`config.mk`:
```
export PLATFORM = sky130hd
export DESIGN_NAME = fifo_wr_arbiter
export DESIGN_NICKNAME = d
export VERILOG_FILES = /design/src/rtl/fifo_arb_pkg.sv /design/src/rtl/fifo_wr_arbiter_rr_pick.sv /design/src/rtl/fifo_wr_arbiter.sv
export SDC_FILE = /design/constraint.sdc
export NUM_CORES = 1
export LEC_CHECK = 0
export BUFFER_PORTS_ARGS = -buffer_cell sky130_fd_sc_hd__clkbuf_2
export CAP_MARGIN = 0
export CORE_ASPECT_RATIO = 2
export CORE_UTILIZATION = 41
export DETAILED_ROUTE_END_ITERATION = 10
export HOLD_SLACK_MARGIN = 0.02
export PLACE_DENSITY = 0.76
export SLEW_MARGIN = 20
export SYNTH_ARGS = -nofsm -noshare
export SYNTH_HDL_FRONTEND = slang
export SYNTH_SLANG_ARGS = --single-unit
```
`constraint.sdc`:
```
create_clock -name clk_i -period 2.8 [get_ports clk_i]
set_input_delay 0.42 -clock clk_i [delete_from_list [all_inputs] [get_ports clk_i]]
set_output_delay 0.42 -clock clk_i [all_outputs]
set_load 0.01 [all_outputs]
```
`src/rtl/fifo_arb_pkg.sv`:
```
`default_nettype none
// ============================================================================
// fifo_arb_pkg : shared state encoding and index helper for fifo_wr_arbiter
// Revision     : 1.0
// ============================================================================
package fifo_arb_pkg;

    typedef enum logic {
        ST_IDLE  = 1'b0,
        ST_OWNED = 1'b1
    } state_t;

    // (idx + 1) mod n without a divider; valid for any n, power of two or not
    function automatic int unsigned wrap_inc(input int unsigned idx, input int unsigned n);
        return (idx >= n - 1) ? 0 : idx + 1;
    endfunction

endpackage
`default_nettype wire

```
`src/rtl/fifo_wr_arbiter_rr_pick.sv`:
```
`default_nettype none
// ============================================================================
// rr_pick : combinational round-robin picker, first request at or after ptr
// Revision: 1.0
// ============================================================================
module rr_pick #(
    parameter int N    = 4,
    parameter int ID_W = $clog2(N)
) (
    input  logic [N-1:0]    req_i,
    input  logic [ID_W-1:0] ptr_i,
    output logic            found_o,
    output logic [ID_W-1:0] idx_o,
    output logic [N-1:0]    onehot_o
);

    logic [2*N-1:0]  w_dbl;
    logic [N-1:0]    w_rot;
    logic [ID_W-1:0] w_off;
    logic [ID_W:0]   w_sum;

    // Rotating the doubled vector puts ptr at bit 0, so the lowest set bit wins
    assign w_dbl = {req_i, req_i};
    assign w_rot = w_dbl[ptr_i +: N];

    always_comb begin
        found_o = 1'b0;
        w_off   = '0;
        for (int k = N - 1; k >= 0; k--) begin
            if (w_rot[k]) begin
                found_o = 1'b1;
                w_off   = ID_W'(k);
            end
        end
        w_sum = {1'b0, ptr_i} + {1'b0, w_off};
        if (w_sum >= (ID_W + 1)'(N)) begin
            idx_o = ID_W'(w_sum - (ID_W + 1)'(N));
        end else begin
            idx_o = ID_W'(w_sum);
        end
        onehot_o = '0;
        if (found_o) begin
            onehot_o[idx_o] = 1'b1;
        end
    end

endmodule
`default_nettype wire

```
`src/rtl/fifo_wr_arbiter.sv`:
```
`default_nettype none
// ============================================================================
// fifo_wr_arbiter : round-robin, burst-bounded sharing of one FIFO write port
// Revision        : 1.0
// ============================================================================
module fifo_wr_arbiter #(
    parameter int N_REQ      = 4,
    parameter int DATA_WIDTH = 8,
    parameter int MAX_BURST  = 4,
    parameter int ID_W       = $clog2(N_REQ)
) (
    input  logic                        clk_i,
    input  logic                        reset_i,
    input  logic [N_REQ-1:0]            req_i,
    input  logic [N_REQ*DATA_WIDTH-1:0] req_data_i,
    output logic [N_REQ-1:0]            gnt_o,
    output logic                        fifo_wr_en_o,
    output logic [DATA_WIDTH-1:0]       fifo_wr_data_o,
    input  logic                        fifo_wr_ready_i,
    output logic                        busy_o,
    output logic [ID_W-1:0]             owner_id_o
);
    import fifo_arb_pkg::*;

    localparam int C_CNT_W = $clog2(MAX_BURST + 1);

    state_t             state_q, state_d;
    logic [ID_W-1:0]    rr_ptr_q, rr_ptr_d;
    logic [ID_W-1:0]    owner_q, owner_d;
    logic [C_CNT_W-1:0] beat_cnt_q, beat_cnt_d;

    logic               w_found;
    logic [ID_W-1:0]    w_win;
    logic [N_REQ-1:0]   w_win_oh;
    logic [N_REQ-1:0]   w_gnt;
    logic               w_xfer;
    logic [ID_W-1:0]    w_sel;

    rr_pick #(
        .N    (N_REQ),
        .ID_W (ID_W)
    ) u_pick (
        .req_i    (req_i),
        .ptr_i    (rr_ptr_q),
        .found_o  (w_found),
        .idx_o    (w_win),
        .onehot_o (w_win_oh)
    );

    // Grant is independent of ready; reset forces it low without waiting for a clock
    always_comb begin
        w_gnt = '0;
        if (!reset_i) begin
            if (state_q == ST_IDLE) begin
                w_gnt = w_win_oh;
            end else begin
                w_gnt[owner_q] = req_i[owner_q];
            end
        end
    end

    assign w_xfer = (|(req_i & w_gnt)) & fifo_wr_ready_i;
    assign w_sel  = (state_q == ST_IDLE && w_found) ? w_win : owner_q;

    assign gnt_o          = w_gnt;
    assign fifo_wr_en_o   = w_xfer;
    assign fifo_wr_data_o = req_data_i[w_sel * DATA_WIDTH +: DATA_WIDTH];
    assign busy_o         = (state_q == ST_OWNED);
    assign owner_id_o     = owner_q;

    always_comb begin
        state_d    = state_q;
        rr_ptr_d   = rr_ptr_q;
        owner_d    = owner_q;
        beat_cnt_d = beat_cnt_q;
        case (state_q)
            ST_IDLE: begin
                if (w_found) begin
                    owner_d = w_win;
                    if (w_xfer) begin
                        if (MAX_BURST == 1) begin
                            rr_ptr_d = ID_W'(wrap_inc(32'(w_win), N_REQ));
                        end else begin
                            state_d    = ST_OWNED;
                            beat_cnt_d = C_CNT_W'(1);
                        end
                    end
                end
            end
            ST_OWNED: begin
                if (!req_i[owner_q]) begin
                    state_d  = ST_IDLE;
                    rr_ptr_d = ID_W'(wrap_inc(32'(owner_q), N_REQ));
                end else if (w_xfer) begin
                    if (beat_cnt_q == C_CNT_W'(MAX_BURST - 1)) begin
                        state_d    = ST_IDLE;
                        rr_ptr_d   = ID_W'(wrap_inc(32'(owner_q), N_REQ));
                        beat_cnt_d = '0;
                    end else begin
                        beat_cnt_d = beat_cnt_q + C_CNT_W'(1);
                    end
                end
            end
            default: state_d = ST_IDLE;
        endcase
    end

    always_ff @(posedge clk_i or posedge reset_i) begin
        if (reset_i) begin
            state_q    <= ST_IDLE;
            rr_ptr_q   <= '0;
            owner_q    <= '0;
            beat_cnt_q <= '0;
        end else begin
            state_q    <= state_d;
            rr_ptr_q   <= rr_ptr_d;
            owner_q    <= owner_d;
            beat_cnt_q <= beat_cnt_d;
        end
    end

endmodule
`default_nettype wire
```
Word-level counts from Yosys, hierarchy flattened
Cells that the tools add are included.
- add/subtract/negate cells: 4
- order comparisons: 6
- equality and inequality tests: 7
- shift operators: 2
- multiplexer cells: 35
- bitwise logic cells: 4
- reductions and logical operators: 7
- operator list (cell ; count):
    $shiftx 32x6->8 ; 1
    $mux 2 ; 10
    $mux 3 ; 5
    $mux 1 ; 12
    $mux 4 ; 3
    $and 4x4->4 ; 2
    $ne 2x2->1 const B ; 4
    $shiftx 8x3->4 ; 1
    $lt 2x3->1 const B ; 2
    $pmux 3 s2 ; 1
    $demux 1 s2 ; 2
    $ge 2x1->1 const B ; 2
    $ne 2x1->1 const B ; 2
    $reduce_and 4->1 ; 1
    $reduce_or 4->1 ; 1
    $add 2x2->3 ; 1
    $add 3x1->3 const B ; 1
    $eq 3x2->1 const B ; 1
    $ge 3x3->1 const B ; 1
    $logic_and 1x1->1 ; 3
    $reduce_and 3->1 ; 1
    $add 2x1->2 const B ; 1
    $bmux 1 s2 ; 1
    $ge 2x2->1 const B ; 1
    5 further kinds ; 5
- register bits: 8
- input port bits: 39
- output and inout port bits: 16

Depth between registers and ports, before layout
- word-level depth: 21
- depth in mapped cells: 13
- mapped depth without buffers: 11

Hierarchy
A second synthesis with hierarchy kept.
- cell total of the unflattened synthesis: 135
- area, all modules: 1183.6 um^2
- modules (own cells, without submodules) (module ; times used ; cells each ; area each (um^2)):
    fifo_wr_arbiter ; 1 ; 97 ; 913.4
    rr_pick ; 1 ; 38 ; 270.3

Worst setup path after synthesis
OpenSTA, ideal clock, no wires.
- path kind: input to output
- start point: input port req_i[2]
- end point: output port fifo_wr_data_o[1]
- data arrival time: 2.644 ns
- path slack: -0.264 ns
- cell stages on the path: 9
- cells stage by stage: buf_2 -> nor2_1 -> nor3_1 -> a21oi_1 -> o211ai_1 -> ha_1 -> clkbuf_1 -> mux2i_2 -> mux4_1
- word-level cells in the longest chain between the ends: 10
- elaborated cells on any way between the ends: 16
- those cells by class: add/sub: 2; order compare: 1; shift: 2; mux: 10; reduce/logical: 1
- ends and longest elaborated chain (item ; line ; source):
    from (decl) ; fifo_wr_arbiter.sv:14 ; input logic [N_REQ-1:0] req_i,
    $shiftx 8x3->4 (*) ; fifo_wr_arbiter_rr_pick.sv:24 ; assign w_rot = w_dbl[ptr_i +: N];
    $mux 2 (3 in series) ; fifo_wr_arbiter_rr_pick.sv:30 ; if (w_rot[k]) begin
    $mux 2 (*) ; fifo_wr_arbiter_rr_pick.sv:30 ;
    $add 2x2->3 (*) ; fifo_wr_arbiter_rr_pick.sv:35 ; w_sum = {1'b0, ptr_i} + {1'b0, w_off};
    $ge 3x3->1 / $sub 2x1->2 (equally long branches) ; fifo_wr_arbiter_rr_pick.sv:36, fifo_wr_arbiter_rr_pick.sv:37 ;
    $mux 2 (*) ; fifo_wr_arbiter_rr_pick.sv:36 ; if (w_sum >= (ID_W + 1)'(N)) begin
    via u_pick.idx_o[0] ; fifo_wr_arbiter_rr_pick.sv:13 ; output logic [ID_W-1:0] idx_o,
    $mux 2 (*) ; fifo_wr_arbiter.sv:63 ; assign w_sel = (state_q == ST_IDLE && w_found) ? w_win : owner_q;
    $shiftx 32x6->8 (*) ; fifo_wr_arbiter.sv:67 ; assign fifo_wr_data_o = req_data_i[w_sel * DATA_WIDTH +: DATA_WIDTH];
    to (decl) ; fifo_wr_arbiter.sv:18 ; output logic [DATA_WIDTH-1:0] fifo_wr_data_o,
The timed path passes the listed nets; every way through them passes the cells marked *.

Final worst setup path
- start point: register rr_ptr_q[0]
- end point: output port fifo_wr_data_o[6]
- word-level cells in the longest chain between the ends: 10
- elaborated cells on any way between the ends: 16
- those cells by class: add/sub: 2; order compare: 1; shift: 2; mux: 10; reduce/logical: 1
- ends and longest elaborated chain (item ; line ; source):
    from (decl) ; fifo_wr_arbiter.sv:28 ; logic [ID_W-1:0] rr_ptr_q, rr_ptr_d;
    from (signal assigned) ; fifo_wr_arbiter.sv:116 ; rr_ptr_q <= rr_ptr_d;
    $shiftx 8x3->4 ; fifo_wr_arbiter_rr_pick.sv:24 ;
    $mux 2 (4 in series) ; fifo_wr_arbiter_rr_pick.sv:30 ;
    $add 2x2->3 ; fifo_wr_arbiter_rr_pick.sv:35 ;
    $ge 3x3->1 / $sub 2x1->2 (equally long branches) ; fifo_wr_arbiter_rr_pick.sv:36, fifo_wr_arbiter_rr_pick.sv:37 ;
    $mux 2 ; fifo_wr_arbiter_rr_pick.sv:36 ;
    $mux 2 (*) ; fifo_wr_arbiter.sv:63 ;
    $shiftx 32x6->8 (*) ; fifo_wr_arbiter.sv:67 ;
Every way passes the cells marked *; elsewhere a longest branch is shown, timed or not.

==> impl_metrics.tcl <==
set metrics [dict create \
    status "finished with violations" \
    violations "negative setup slack" \
    yosysMostFrequentCell "nor2_1" \
    synthTopCellsByArea "dfrtp_1 19%, mux4_2 13%, mux4_1 7.4%" \
    die_x_um 38.2 \
    p_int_mw 1.27 \
    antenna_cells 0 \
    dp.cells 199 \
    synth_area_um2 1070 \
    clk_latency_ps 220 \
    numClockSinks 8 \
    min_period_over_period_pct 108 \
    portBuffers 54 \
    cts.path.max_buffers 2 \
    setup_tns_ps -1840 \
    setup_viol 9 \
    grt_max_degree 11 \
    total_leakage_power_nw 0.825 \
    synth_cells 108 \
    worst_slew_pin_slew_ps 432 \
    pin_count 55 \
    std_cell_rows 25 \
    grt_pass1_vias 1311 \
    cts_tree "yes" \
    ys_types 39 \
    hold_violations 0 \
    grt_overflow 0 \
    dr.pass1.iters 4 \
    synth_area_per_cell_um2 9.93 \
    worst_slew_margin_rel_pct 71.2 \
    startpoint_type "flip-flop" \
    synthTopCellsByCount "14 x nor2_1, 8 x dfrtp_1, 8 x inv_1, 7 x nand2_1" \
    ys.flop_type "dfrtp_1" \
    pre_cts_ws_ps -209 \
    nets 230 \
    layout-drive-gt1-share_pct 63.4 \
    syn_to_final_growth_pct 59.2 \
    ys_async_sr_fraction_pct 100 \
    power_density_nw_per_um2 1310 \
    drv_slew 0 \
    seqPwrFrac_pct 11.1 \
    initial_core_util_pct 44.5 \
    timing.final.ws_setup_ps -220 \
    synth.net_count 153 \
    viasPerCell 5.78 \
    ant_nets 0 \
    period_needed_ps 3020 \
    seq_area_frac_synth_pct 18.7 \
    finClkSkew_ps 1.49 \
    h-tree-depth 1 \
    die_area_um2 2840 \
    hold_buffers 0 \
    synth_top_area_cell "dfrtp_1" \
    finish.utilization_pct 70.9 \
    die_h_um 74.3 \
    fin_area_um2 1710 \
    routedWlPerCell_um 16.6 \
    finalWeightedCongestion 0.842 \
    hp-class "input port to asynchronous set/reset pin" \
    peakVddDrop_uv 1010 \
    route.detailed.drc 0 \
    path_cells "buf_6, nand2_2, nor2_1, a21oi_1, o211ai_1, ha_4, xor2_4, xnor2_4, mux2i_4, buf_12, mux4_2, clkbuf_2" \
    switching_share_pct 43.2 \
    combPwrFrac_pct 82.9 \
    critPathKind "flip-flop to output port" \
    grt_use_total_pct 26.3 \
    ys_ff_latch 8 \
    yosys_warnings 0 \
    path_max_fanout 9 \
    fmax_ghz 0.331 \
    wl_um 3490 \
    crit_buf_inv 3 \
    crit_required_ps 2380 \
    numCtsBuffers 3 \
    clkTransAtPathRegs_ps 40 \
    synth_top_cell_area_share_pct 18.7 \
    slowest_delay_ps 430 \
    dr_total_vias 1213 \
    grt_pass1_wl_um 5320 \
    worst_setup_path_end_kind "output port" \
    cpMaxStageDelayCell "dfrtp_2" \
    placed_area_um2 1460 \
    netSwitchingPower_mw 0.963 \
    clockRootBuffer "clkbuf_8" \
    core-area_um2 2410 \
    synth_edf_count 0 \
    antenna_found_initial 0 \
    stdcell_count 210 \
    drt_first_iter_violations 38 \
    r2r_setup_slack_ps 20 \
    p_clk_share_pct 6.0 \
    crit_arrival_ps 2600 \
    rsz0062_at_grt "yes" \
    dpl.hpwl_um 2600 \
    drv_cap 0 \
    critPathTopFamily "multiplexers" \
]
[final timing paths]
kind	from	to	cells after the start
min in group clk_i	beat_cnt_q[1]	beat_cnt_q[1]	2
min	reset_i	owner_id_o[1]	2
min reg2reg	beat_cnt_q[1]	beat_cnt_q[1]	2
max	rr_ptr_q[0]	fifo_wr_data_o[6]	12
max in group asynchronous	reset_i	rr_ptr_q[0]	2
max reg2reg	rr_ptr_q[0]	busy_o	14
[metal layers]
metal	GRT usage, %	vias up	share of wire (%)
met3	1.79	12	5.1
met2	53.7	70	60
met1	23.3	577	30
met4	12.3	0	4.0
met5	0	-	0
li1	-	554	-
[what timing repair did]
action                     4_1_cts  5_1_grt
resized for setup               16       11
setup endpoints to repair       12       15
buffers inserted                 7        1
pin swaps                        5        3
[power by group through the flow]
stage | Combinational, mW | Clock, mW | Sequential [mW]
4_1_cts | 1.71 | 0.138 | 0.246
6_report | 1.85 | 0.134 | 0.248
5_1_grt | 1.97 | 0.142 | 0.257
3_3_place_gp | 1.40 | 0 | 0.245
2_1_floorplan | 0.985 | 0 | 0.214
3_5_place_dp | 1.44 | 0 | 0.251
[state kept, by name, summed over array words and instances (netlist names)]
register,count
busy_o,1
owner_id_o,2
beat_cnt_q,3
rr_ptr_q,2
[layout by cell type, fill, tap and decap left out, types with 2 or more instances in the layout]
cell type / synthesis / final
buf_12: 0 / 2
nor3_1: 4 / 2
clkbuf_8: 0 / 3
mux2i_4: 1 / 3
mux2i_1: 5 / 3
mux4_2: 6 / 9
clkbuf_2: 1 / 53
nand2_2: 0 / 2
buf_6: 3 / 3
a22oi_1: 4 / 4
nand2b_1: 3 / 3
nor2_1: 14 / 14
inv_1: 8 / 8
buf_4: 1 / 21
mux2_2: 2 / 2
a21oi_1: 2 / 2
o21ai_0: 3 / 2
nor2b_1: 2 / 2
nand2_1: 7 / 5
xnor2_2: 0 / 2
dfrtp_1: 8 / 7
a32oi_1: 2 / 2
ha_1: 6 / 5
[layout make-up]
| class | instances | area [um^2] |
|---|---|---|
| Fill cell | 180 | 702 |
| Multi-Input combinational cell | 84 | 896 |
| Tap cell | 27 | 33.8 |
| Clock buffer | 3 | 41.3 |
| Sequential cell | 8 | 201 |
| Inverter | 8 | 30.0 |
| Timing Repair Buffer | 80 | 504 |
[cell families (layout without fill, tap and decap cells)]
logic type | Yosys count | count (layout) | share of synthesized area [%]
and+or+nand+nor | 35 | 35 | 15.8
adders and majority gates | 6 | 6 | 7.00
AOI/OAI and AO/OA | 20 | 20 | 15.4
DFF | 8 | 8 | 18.7
xor gates and xnor gates | 4 | 4 | 3.27
buffers and inverters | 16 | 91 | 8.40
muxes | 19 | 19 | 31.5
[metrics by stage]
stage                     hold WS (ps)  power [mW]
after floorplan                    244        1.20
after global placement             448        1.65
after detailed placement           471        1.69
after CTS                          241        2.09
after global routing               300        2.37
final                              268        2.23
Note: power is estimated with default switching activity, not from simulation.
